### config.mk
export PLATFORM = sky130hd
export DESIGN_NAME = r_ptr_empty
export DESIGN_NICKNAME = d
export VERILOG_FILES = /design/src/rtl/r_ptr_empty.sv
export SDC_FILE = /design/constraint.sdc
export NUM_CORES = 1
export LEC_CHECK = 0
export BUFFER_PORTS_ARGS = -buffer_cell sky130_fd_sc_hd__buf_2
export CAP_MARGIN = 20
export CELL_PAD_IN_SITES_DETAIL_PLACEMENT = 1
export CELL_PAD_IN_SITES_GLOBAL_PLACEMENT = 1
export CORE_MARGIN = 1.5
export CORE_UTILIZATION = 43
export DETAILED_ROUTE_END_ITERATION = 8
export PLACE_DENSITY_LB_ADDON = 0.05
export SLEW_MARGIN = 20
export SYNTH_ARGS = -nofsm -noshare
export SYNTH_HDL_FRONTEND = slang
export SYNTH_SLANG_ARGS = --single-unit
### constraint.sdc
create_clock -name rclk -period 8.11 [get_ports rclk]
set_input_delay 1.622 -clock rclk [delete_from_list [all_inputs] [get_ports rclk]]
set_output_delay 1.622 -clock rclk [all_outputs]
set_load 0.1 [all_outputs]
### src/rtl/r_ptr_empty.sv
// Read-side pointer and empty flag for the async FIFO. It synchronises the Gray write pointer into rclk and keeps the binary and Gray read pointers.
// Latency: a write-pointer change shows in empty, rd_count and almost_empty SYNC_STAGES edges after it is sampled. A pop updates the flags on its own edge.
// Backpressure: a pop happens only when rinc=1 and the FIFO is not empty. A read attempted while empty is dropped and flagged on underflow.
module r_ptr_empty #(
    parameter int ADDR_W        = 5,
    parameter int SYNC_STAGES   = 2,
    parameter int AEMPTY_THRESH = 4
) (
    input  logic              rclk,
    input  logic              rrst,
    input  logic              rinc,
    input  logic [ADDR_W:0]   g_wptr,
    output logic [ADDR_W-1:0] raddr,
    output logic [ADDR_W:0]   b_rptr,
    output logic [ADDR_W:0]   g_rptr,
    output logic              empty,
    output logic              almost_empty,
    output logic [ADDR_W:0]   rd_count,
    output logic              underflow
);

    localparam int PW = ADDR_W + 1;
    localparam logic [PW-1:0] AE_THRESH = PW'(AEMPTY_THRESH);

    // Fewer than two stages gives no metastability protection.
    // More than four stages only adds latency.
    if (SYNC_STAGES < 2 || SYNC_STAGES > 4) begin : g_bad_sync_stages
        $error("r_ptr_empty: SYNC_STAGES must be in 2..4");
    end

    // Synchroniser chain. The Gray code passes through undecoded, so at most one bit is ever in flight.
    logic [PW-1:0] sync_q [SYNC_STAGES];
    logic [PW-1:0] sync_d [SYNC_STAGES];

    logic [PW-1:0] b_rptr_q,       b_rptr_d;
    logic [PW-1:0] g_rptr_q,       g_rptr_d;
    logic          empty_q,        empty_d;
    logic          almost_empty_q, almost_empty_d;
    logic [PW-1:0] rd_count_q,     rd_count_d;
    logic          underflow_q,    underflow_d;

    logic [PW-1:0] g_wptr_s;
    logic [PW-1:0] b_wptr_s;
    logic          pop;

    // Shift the raw write pointer one stage deeper each edge.
    always_comb begin
        sync_d[0] = g_wptr;
        for (int i = 1; i < SYNC_STAGES; i++) begin
            sync_d[i] = sync_q[i-1];
        end
    end

    assign g_wptr_s = sync_q[SYNC_STAGES-1];

    // Gray-to-binary conversion: each binary bit is the XOR of that Gray bit and all bits above it.
    always_comb begin
        b_wptr_s = '0;
        for (int i = 0; i < PW; i++) begin
            b_wptr_s[i] = ^(g_wptr_s >> i);
        end
    end

    // Next read pointer and flags, computed from the post-pop pointer so that draining the last word asserts empty with no bubble.
    always_comb begin
        pop            = rinc & ~empty_q;
        b_rptr_d       = b_rptr_q + {{ADDR_W{1'b0}}, pop};
        g_rptr_d       = b_rptr_d ^ (b_rptr_d >> 1);
        empty_d        = (g_rptr_d == g_wptr_s);
        rd_count_d     = b_wptr_s - b_rptr_d;
        almost_empty_d = (rd_count_d <= AE_THRESH);
        underflow_d    = rinc & empty_q;
    end

    // All read-domain state. A synchronous reset returns to the agreed empty state and discards any pop in the same cycle.
    always_ff @(posedge rclk) begin
        if (rrst) begin
            for (int i = 0; i < SYNC_STAGES; i++) begin
                sync_q[i] <= '0;
            end
            b_rptr_q       <= '0;
            g_rptr_q       <= '0;
            empty_q        <= 1'b1;
            almost_empty_q <= 1'b1;
            rd_count_q     <= '0;
            underflow_q    <= 1'b0;
        end else begin
            for (int i = 0; i < SYNC_STAGES; i++) begin
                sync_q[i] <= sync_d[i];
            end
            b_rptr_q       <= b_rptr_d;
            g_rptr_q       <= g_rptr_d;
            empty_q        <= empty_d;
            almost_empty_q <= almost_empty_d;
            rd_count_q     <= rd_count_d;
            underflow_q    <= underflow_d;
        end
    end

    // g_rptr crosses to the write domain straight from a flop, so it cannot glitch.
    assign raddr        = b_rptr_q[ADDR_W-1:0];
    assign b_rptr       = b_rptr_q;
    assign g_rptr       = g_rptr_q;
    assign empty        = empty_q;
    assign almost_empty = almost_empty_q;
    assign rd_count     = rd_count_q;
    assign underflow    = underflow_q;

endmodule
**Yosys cells after proc, flatten, opt, wreduce, memory -nomap -nowiden**

Memories as Yosys holds them, arrays and structs flattened.
Cells that the tools add are included.

- Register bits: 21
- RAM bits: 12
- Input bits: 9
- Output and inout bits: 26
- Logic and storage cells: 28
- Memories kept: 1

- Add/sub/neg operators: 2
- Magnitude comparators: 1
- Eq/ne operators: 1
- Muxes and demuxes: 5
- Bitwise logic cells: 6
- Reduce and logical (&&, ||, !) cells: 6

Memory list:

| name | depth | bits a word | read ports | clocked after Yosys merged registers in | wr ports | RTL line | RTL |
|---|---|---|---|---|---|---|---|
| sync_q | 2 | 6 | 2 | 0 | 2 | 32 | `logic [PW-1:0] sync_q [SYNC_STAGES];` |

Operator list:

| cell | count |
|---|---|
| parity 6 bit | 6 |
| 2-to-1 mux 6 bit | 2 |
| adder 6 x 1 -> 6 bit | 1 |
| == test 6 bit | 1 |
| less-or-equal comparator 6 x 3 -> 1 bit, second input constant | 1 |
| subtractor 6 bit | 1 |
| XOR 6 x 5 -> 6 bit | 1 |
| 2-to-1 mux 1 bit | 3 |
| AND 1 bit | 2 |
| OR 1 bit | 2 |
| NOT 1 bit | 1 |

**Longest topological paths before layout**

Gate-level depths: netlist of run 1.

- Depth in word-level cells: 5
- Mapped depth: 11
- Depth with buffers taken out: 11

**Worst setup path before layout of run 1**

No wires, ideal clock.

- Path type: input to register
- Start: input port rinc
- End: register almost_empty_q (netlist: almost_empty)
- Library setup time: 124 ps
- Arrival time: 3518 ps
- Data required time: 7986 ps
- Setup slack: 4468 ps
- Stages: 9
- Buffers on the path: 0
- Path through: nor2b_1 > ha_1 > xnor2_1 > ha_1 > a21oi_1 > maj3_1 > a22oi_2 > mux2i_1 > a211oi_1

- Cells in the longest elaborated chain, start to end: 4

Ends and longest elaborated chain:

| element | RTL line | RTL |
|---|---|---|
| from (decl) | 11 | `input logic rinc,` |
| AND 1 bit | 66 | `pop = rinc & ~empty_q;` |
| adder 6 x 1 -> 6 bit | 67 | `b_rptr_d = b_rptr_q + {{ADDR_W{1'b0}}, pop};` |
| subtractor 6 bit | 70 | `rd_count_d = b_wptr_s - b_rptr_d;` |
| less-or-equal comparator 6 x 3 -> 1 bit | 71 | `almost_empty_d = (rd_count_d <= AE_THRESH);` |
| to (signal assigned) | 94 | `almost_empty_q <= almost_empty_d;` |
| to (decl) | 38 | `logic almost_empty_q, almost_empty_d;` |

No other way between the ends.
A chain may end at the register's enable or synchronous reset.

**Final worst setup path of run 1**

Ends and elaborated chain as after synthesis.

==> results.yml, run 1 <==
run_status:
  status: "completed"
worst_setup_path:
  r2r_end: "almost_empty$_SDFF_PP1_"
  worst_path_dominant_cell_family: "adder cells"
  cpMostUsedCell: "ha_1"
  crit_chain: "buf_2 > nor2b_1 > ha_1 > xnor2_1 > ha_1 > a21oi_1 > maj3_1 > a22oi_2 > mux2i_1 > a211oi_1"
  start_kind: "input port"
  slowest_delay_ns: 0.46
  arrival_ns: 3.75
  cpMaxStageDelayCell: "xnor2_1"
  ff2ff_path_depth: 11
  timing.critical_path.fanout_max: 5
  reg2reg_slack_ns: 5.10
  reg2reg_from: "sync_q[0][11]$_SDFF_PP0_"
  cp-end-kind: "flop"
  worstSetupPathType: "input port to flop"
  crit_required_ns: 8.34
  cp_num_buf_inv: 1
die:
  die_h_um: 60.50
  start_util_pct: 45.81
  die-width_um: 60.50
  core_area_um2: 3103
  io_pins: 35
  die-area_um2: 3660
  rows: 20
timing:
  relSlewSlack_pct: 58.60
  clock.fmax_ghz: 0.2836
  setup_tns_ns: 0
  rsz0062_at_grt: "false"
  clock_skew_ns: 0.01034
  timing.final.crit_period_ns: 3.526
  hold_violations: 0
  worst_slew_pin_slew_ns: 0.6189
  setup_violations: 0
  drv_slew: 0
  period_share_pct: 43.47
clock_tree:
  cts_made_buffers: 5
  clk_pin_slew_ns: 0.10
  clk_path_buf_depth: 2
  cts_sinks: 32
  cts_tree: "built"
  clockRootBuffer: "clkbuf_4"
  cts_hold_repair.buffers: 0
  clock_latency_ns: 0.33
  postCtsSetupBuffers: 0
  cts_resized: 0
  h-tree-depth: 2
synthesis:
  yosys.area.top_type_share_pct: 45.07
  synth_edf_count: 0
  synth_most_common_cell: "dfxtp_1"
  ys_seq_area_share_pct: 45.07
  syn-instance-count: 135
  yosys.area.top_type: "dfxtp_1"
  avgSynthCellArea_um2: 10.53
  async_reset_ff_share_pct: 0
  ys_ff_latch: 32
  yosys-top-cells-count: "dfxtp_1, nor2b_1, nor2_1, xor2_1, xnor2_1"
  ys_types: 33
  synth.cell_area_um2: 1421
  yosys_warnings: 0
  synthFlopType: "dfxtp_1"
  yosys-top-cells-area: "dfxtp_1, xor2_1, xnor2_1"
  synth_nets: 150
grt:
  antenna_found_initial: 0
  grt-ovfl-total: 0
  grt_max_degree: 31
  grt_pass1_vias: 937
  grt_pass1_wl_um: 4257
  grt_use_total_pct: 16.98
worst_hold_path:
  hold_end: "sync_q[0][11]$_SDFF_PP0_"
  holdPathStages: 1
  worst_hold_path_type: "flop to flop"
  hold_start: "sync_q[0][5]$_SDFF_PP0_"
layout:
  finalInstanceArea_um2: 1648
  areaGrowthSynthToFinish_pct: 15.93
  diodes: 0
  fin_nets: 180
  drive_gt1_share_pct: 29.09
  final_core_util_pct: 53.10
job:
  max_cap_violations: 0
power_and_ir_drop:
  power.net_switching_mw: 0.1785
  power_density_nw_per_um2: 265.1
  power.share.switching_pct: 40.86
  p_int_mw: 0.2583
  p_leak_nw: 0.7578
  p_comb_share_pct: 36.6
  peakVddDrop_mv: 0.1177
  p_seq_share_pct: 40.5
  clockPowerShare_pct: 22.9
route:
  wl_per_cell_um: 12.79
  drt-initial-drc-count: 26
  wirelength_um: 2673
  dr.pass1.iters: 4
  antenna_left: 0
  via_per_inst: 4.751
  vias: 993
  drc: 0
placement:
  post_dp_cell_area_um2: 1583
  dpl.hpwl_um: 2051
  routabilityCongestion: 0.7552
  port_buffers: 34
[kinds of logic (layout without fill, tap and decap cells)]
kind of cell             Yosys count  count (layout)  share of synthesized area (%)
XOR/XNOR                          28              28                          20.95
flip-flops                        32              32                          45.07
AO/OA/AOI/OAI                     11              11                          5.634
multiplexers                       1               1                         0.7043
AND/OR/NAND/NOR                   42              42                          15.32
adder cells (fa/ha/maj)            8               8                          7.306
buffers and inverters             13              43                          5.017
[final cells by class]
type	count	area, um2
sequential	32	640.6
multi-input combinational	90	709.4
clock buffer	7	65.06
tap	44	55.05
inverter	2	7.507
fill	380	1455
timing repair buffer	34	170.2
[power groups by stage]
stage	Clock, mW	Sequential, mW	Combinational, mW
floorplan	0	0.261	0.0564
global placement	0	0.180	0.160
detailed placement	0	0.181	0.161
CTS	0.103	0.177	0.162
global route	0.109	0.178	0.169
finish	0.100	0.177	0.160
[per-stage QoR]
step,total power [mW],std cells,setup WS (ns),hold WS (ns)
2_1_floorplan,0.3177,135,4.468,0.4138
3_5_place_dp,0.3420,202,4.186,0.4253
4_1_cts,0.4423,209,4.552,0.4472
6_report,0.4369,209,4.584,0.4427
3_3_place_gp,0.3398,202,4.280,0.4190
5_1_grt,0.4569,209,4.320,0.4581
[flip-flops by register name (all words and copies together) (netlist names)]
signal        flops
almost_empty      1
b_rptr            6
empty             1
g_rptr            5
rd_count          6
sync_q           12
underflow         1
[layer usage]
| layer | routed length, um | share of wire [%] | track usage [%] |
|---|---|---|---|
| met4 | 48 | 1.8 | 7.453 |
| met1 | 1165 | 44 | 18.89 |
| met2 | 1313 | 49 | 28.11 |
| met5 | 0 | 0 | 0 |
| met3 | 146 | 5.5 | 7.676 |
[worst reg2reg max path: stages, from the launching register on]
cell and delay, ns:
dfxtp_1 0.49, xor2_4 0.30, xor2_1 0.29, xnor2_1 0.26, xnor2_1 0.17, ha_1 0.16
inv_1 0.06, fa_1 0.39, maj3_2 0.34, a21oi_2 0.15, xor2_1 0.09, a211oi_1 0.24
[cell usage in the layout, fill, tap and decap left out, drive strengths merged]
cell type / n
nor3: 1
maj3: 2
xor2: 14
xnor2: 12
a31o: 1
fa: 1
a31oi: 1
and2: 1
nor2b: 15
dfxtp: 32
buf: 34
nand4: 1
a22oi: 1
nand3: 2
inv: 2
o22ai: 2
and3: 2
nand2: 4
ha: 5
nor2: 13
a211oi: 1
nand2b: 2
or2b: 1
o2bb2ai: 1
xor3: 1
xnor3: 1
clkbuf: 7
a21oi: 4
mux2i: 1
[worst max-delay path by stage]
| stage | startpoint | end | slack, ns | cells past startpoint |
|---|---|---|---|---|
| 6_report | rinc | almost_empty$_SDFF_PP1_ | 4.58 | 10 |
| 5_1_grt | rinc | almost_empty$_SDFF_PP1_ | 4.32 | 10 |
| 4_1_cts | rinc | almost_empty$_SDFF_PP1_ | 4.55 | 10 |
| 3_5_place_dp | rinc | almost_empty$_SDFF_PP1_ | 4.19 | 10 |
| 3_3_place_gp | rinc | almost_empty$_SDFF_PP1_ | 4.28 | 10 |
| 2_1_floorplan | rinc | almost_empty$_SDFF_PP1_ | 4.47 | 9 |
Note: power is estimated with default switching activity, not from simulation.
==> run 2, diff against run 1 <==
CORE_UTILIZATION = 40   (was 43)
clock period = 3.5 ns   (was 8.11 ns; I/O delays follow)
==> results.yml, run 2 (synthesized netlist as in run 1, its figures left out) <==
grt:
  antenna_found_initial: 0
  grt_use_total_pct: 15.95
  grt_pass1_vias: 910
  grt_pass1_wl_um: 4554
  grt-ovfl-total: 0
  grt_max_degree: 31
timing:
  drv_slew: 0
  hold_slack_ns: 0.4513
  setup_tns_ns: 0
  period_share_pct: 86.19
  worst_slew_pin_slew_ns: 0.7289
  rsz0062_at_grt: "false"
  setup_violations: 0
  hold_violations: 0
  relSlewSlack_pct: 51.24
  clock_skew_ns: 0.009527
  clock.fmax_ghz: 0.3315
  timing.final.crit_period_ns: 3.017
route:
  antenna_left: 0
  wl_per_cell_um: 13.03
  wirelength_um: 2775
  via_per_inst: 4.582
  vias: 976
  drt-initial-drc-count: 26
  drc: 0
  dr.pass1.iters: 4
worst_hold_path:
  worst_hold_path_type: "flop to flop"
placement:
  routabilityCongestion: 0.7826
  numPlacedInstances: 205
  port_buffers: 34
  dpl.hpwl_um: 2051
layout:
  diodes: 0
  top_register: "sync_q"
  areaGrowthSynthToFinish_pct: 16.02
  layout_common_cells: "buf_2, dfxtp_1, nor2b_1"
  largest_reg_flops: 12
  drive_gt1_share_pct: 29.94
  fin_nets: 181
  final_core_util_pct: 49.03
  final_common_cell: "buf_2"
  fin_cells: 213
die:
  start_util_pct: 42.26
  die-area_um2: 3920
  die_h_um: 62.61
  die-width_um: 62.61
  core_area_um2: 3363
  rows: 21
  io_pins: 35
clock_tree:
  cts_made_buffers: 5
  clk_path_buf_depth: 2
  h-tree-depth: 2
  clock_latency_ns: 0.34
  postCtsSetupBuffers: 0
  cts_resized: 0
  cts_hold_repair.buffers: 0
  cts_sinks: 32
  cts_tree: "built"
  clockRootBuffer: "clkbuf_4"
  clk_pin_slew_ns: 0.10
job:
  max_cap_violations: 0
run_status:
  status: "completed"
worst_setup_path:
  timing.critical_path.fanout_max: 7
  crit_required_ns: 3.73
  arrival_ns: 3.25
  worst_path_dominant_cell_family: "XOR/XNOR gates"
  cp_num_buf_inv: 1
  slowest_delay_ns: 0.49
  worstSetupPathType: "flop to flop"
  reg2reg_slack_ns: 0.48
  crit_chain: "xor2_4 > xor2_1 > xnor2_1 > xnor2_1 > ha_1 > inv_1 > fa_1 > maj3_2 > a21oi_2 > xor2_1 > a211oi_1"
  cpMaxStageDelayCell: "dfxtp_1"
  start_kind: "flop"
  cp-end-kind: "flop"
power_and_ir_drop:
  power_density_nw_per_um2: 600.6
  peakVddDrop_mv: 0.2688
  p_leak_nw: 0.7596
[run 2: cell count changes in the layout (fill, tap and decap cells not counted), sizes merged]
cell	delta
clkinv	+3
buf	+1
clkbuf	-2
[run 2: metrics by stage]
| step | instance area [um2] | setup slack [ns] | total power [mW] |
|---|---|---|---|
| floorplan | 1421 | 0.5236 | 0.7362 |
| global placement | 1593 | 0.5739 | 0.7899 |
| detailed placement | 1593 | 0.4528 | 0.7939 |
| CTS | 1649 | 0.3953 | 1.007 |
| global route | 1649 | 0.2302 | 1.047 |
| finish | 1649 | 0.4833 | 0.9904 |
[run 2: power breakdown]
part | switching, mW | internal (mW)
Sequential | 0.0130 | 0.396
Combinational | 0.284 | 0.0908
Clock | 0.130 | 0.0769
[run 2: worst register-to-register path, delay by kind of cell (launching register included)]
family,cells,cell delay (ns)
compound gates,2,0.26
xor+xnor,5,1.21
buf+inv,1,0.06
fa+ha+maj,3,0.90
flops,1,0.49
[run 2: cell type report]
cell class | count | area, um2
clock inverter | 3 | 18.77
inverter | 2 | 7.507
multi-input combinational | 90 | 709.4
timing repair buffer | 35 | 177.7
tap | 46 | 57.56
clock buffer | 5 | 37.54
sequential | 32 | 640.6
fill | 416 | 1714
[run 2: path summary, 6_finish.rpt]
path	startpoint	endpoint	cells past startpoint
min	sync_q[0][2]$_SDFF_PP0_	sync_q[0][8]$_SDFF_PP0_	1
min reg2reg	sync_q[0][2]$_SDFF_PP0_	sync_q[0][8]$_SDFF_PP0_	1
max reg2reg	sync_q[0][11]$_SDFF_PP0_	almost_empty$_SDFF_PP1_	11
max	sync_q[0][11]$_SDFF_PP0_	almost_empty$_SDFF_PP1_	11
[run 2: metal layers]
layer | track usage, % | vias to the layer above | wire (um)
met2 | 25.40 | 30 | 1391
met3 | 5.586 | 5 | 154
li1 | - | 488 | -
met4 | 9.167 | 0 | 72
met5 | 0 | - | 0
met1 | 18.60 | 453 | 1157
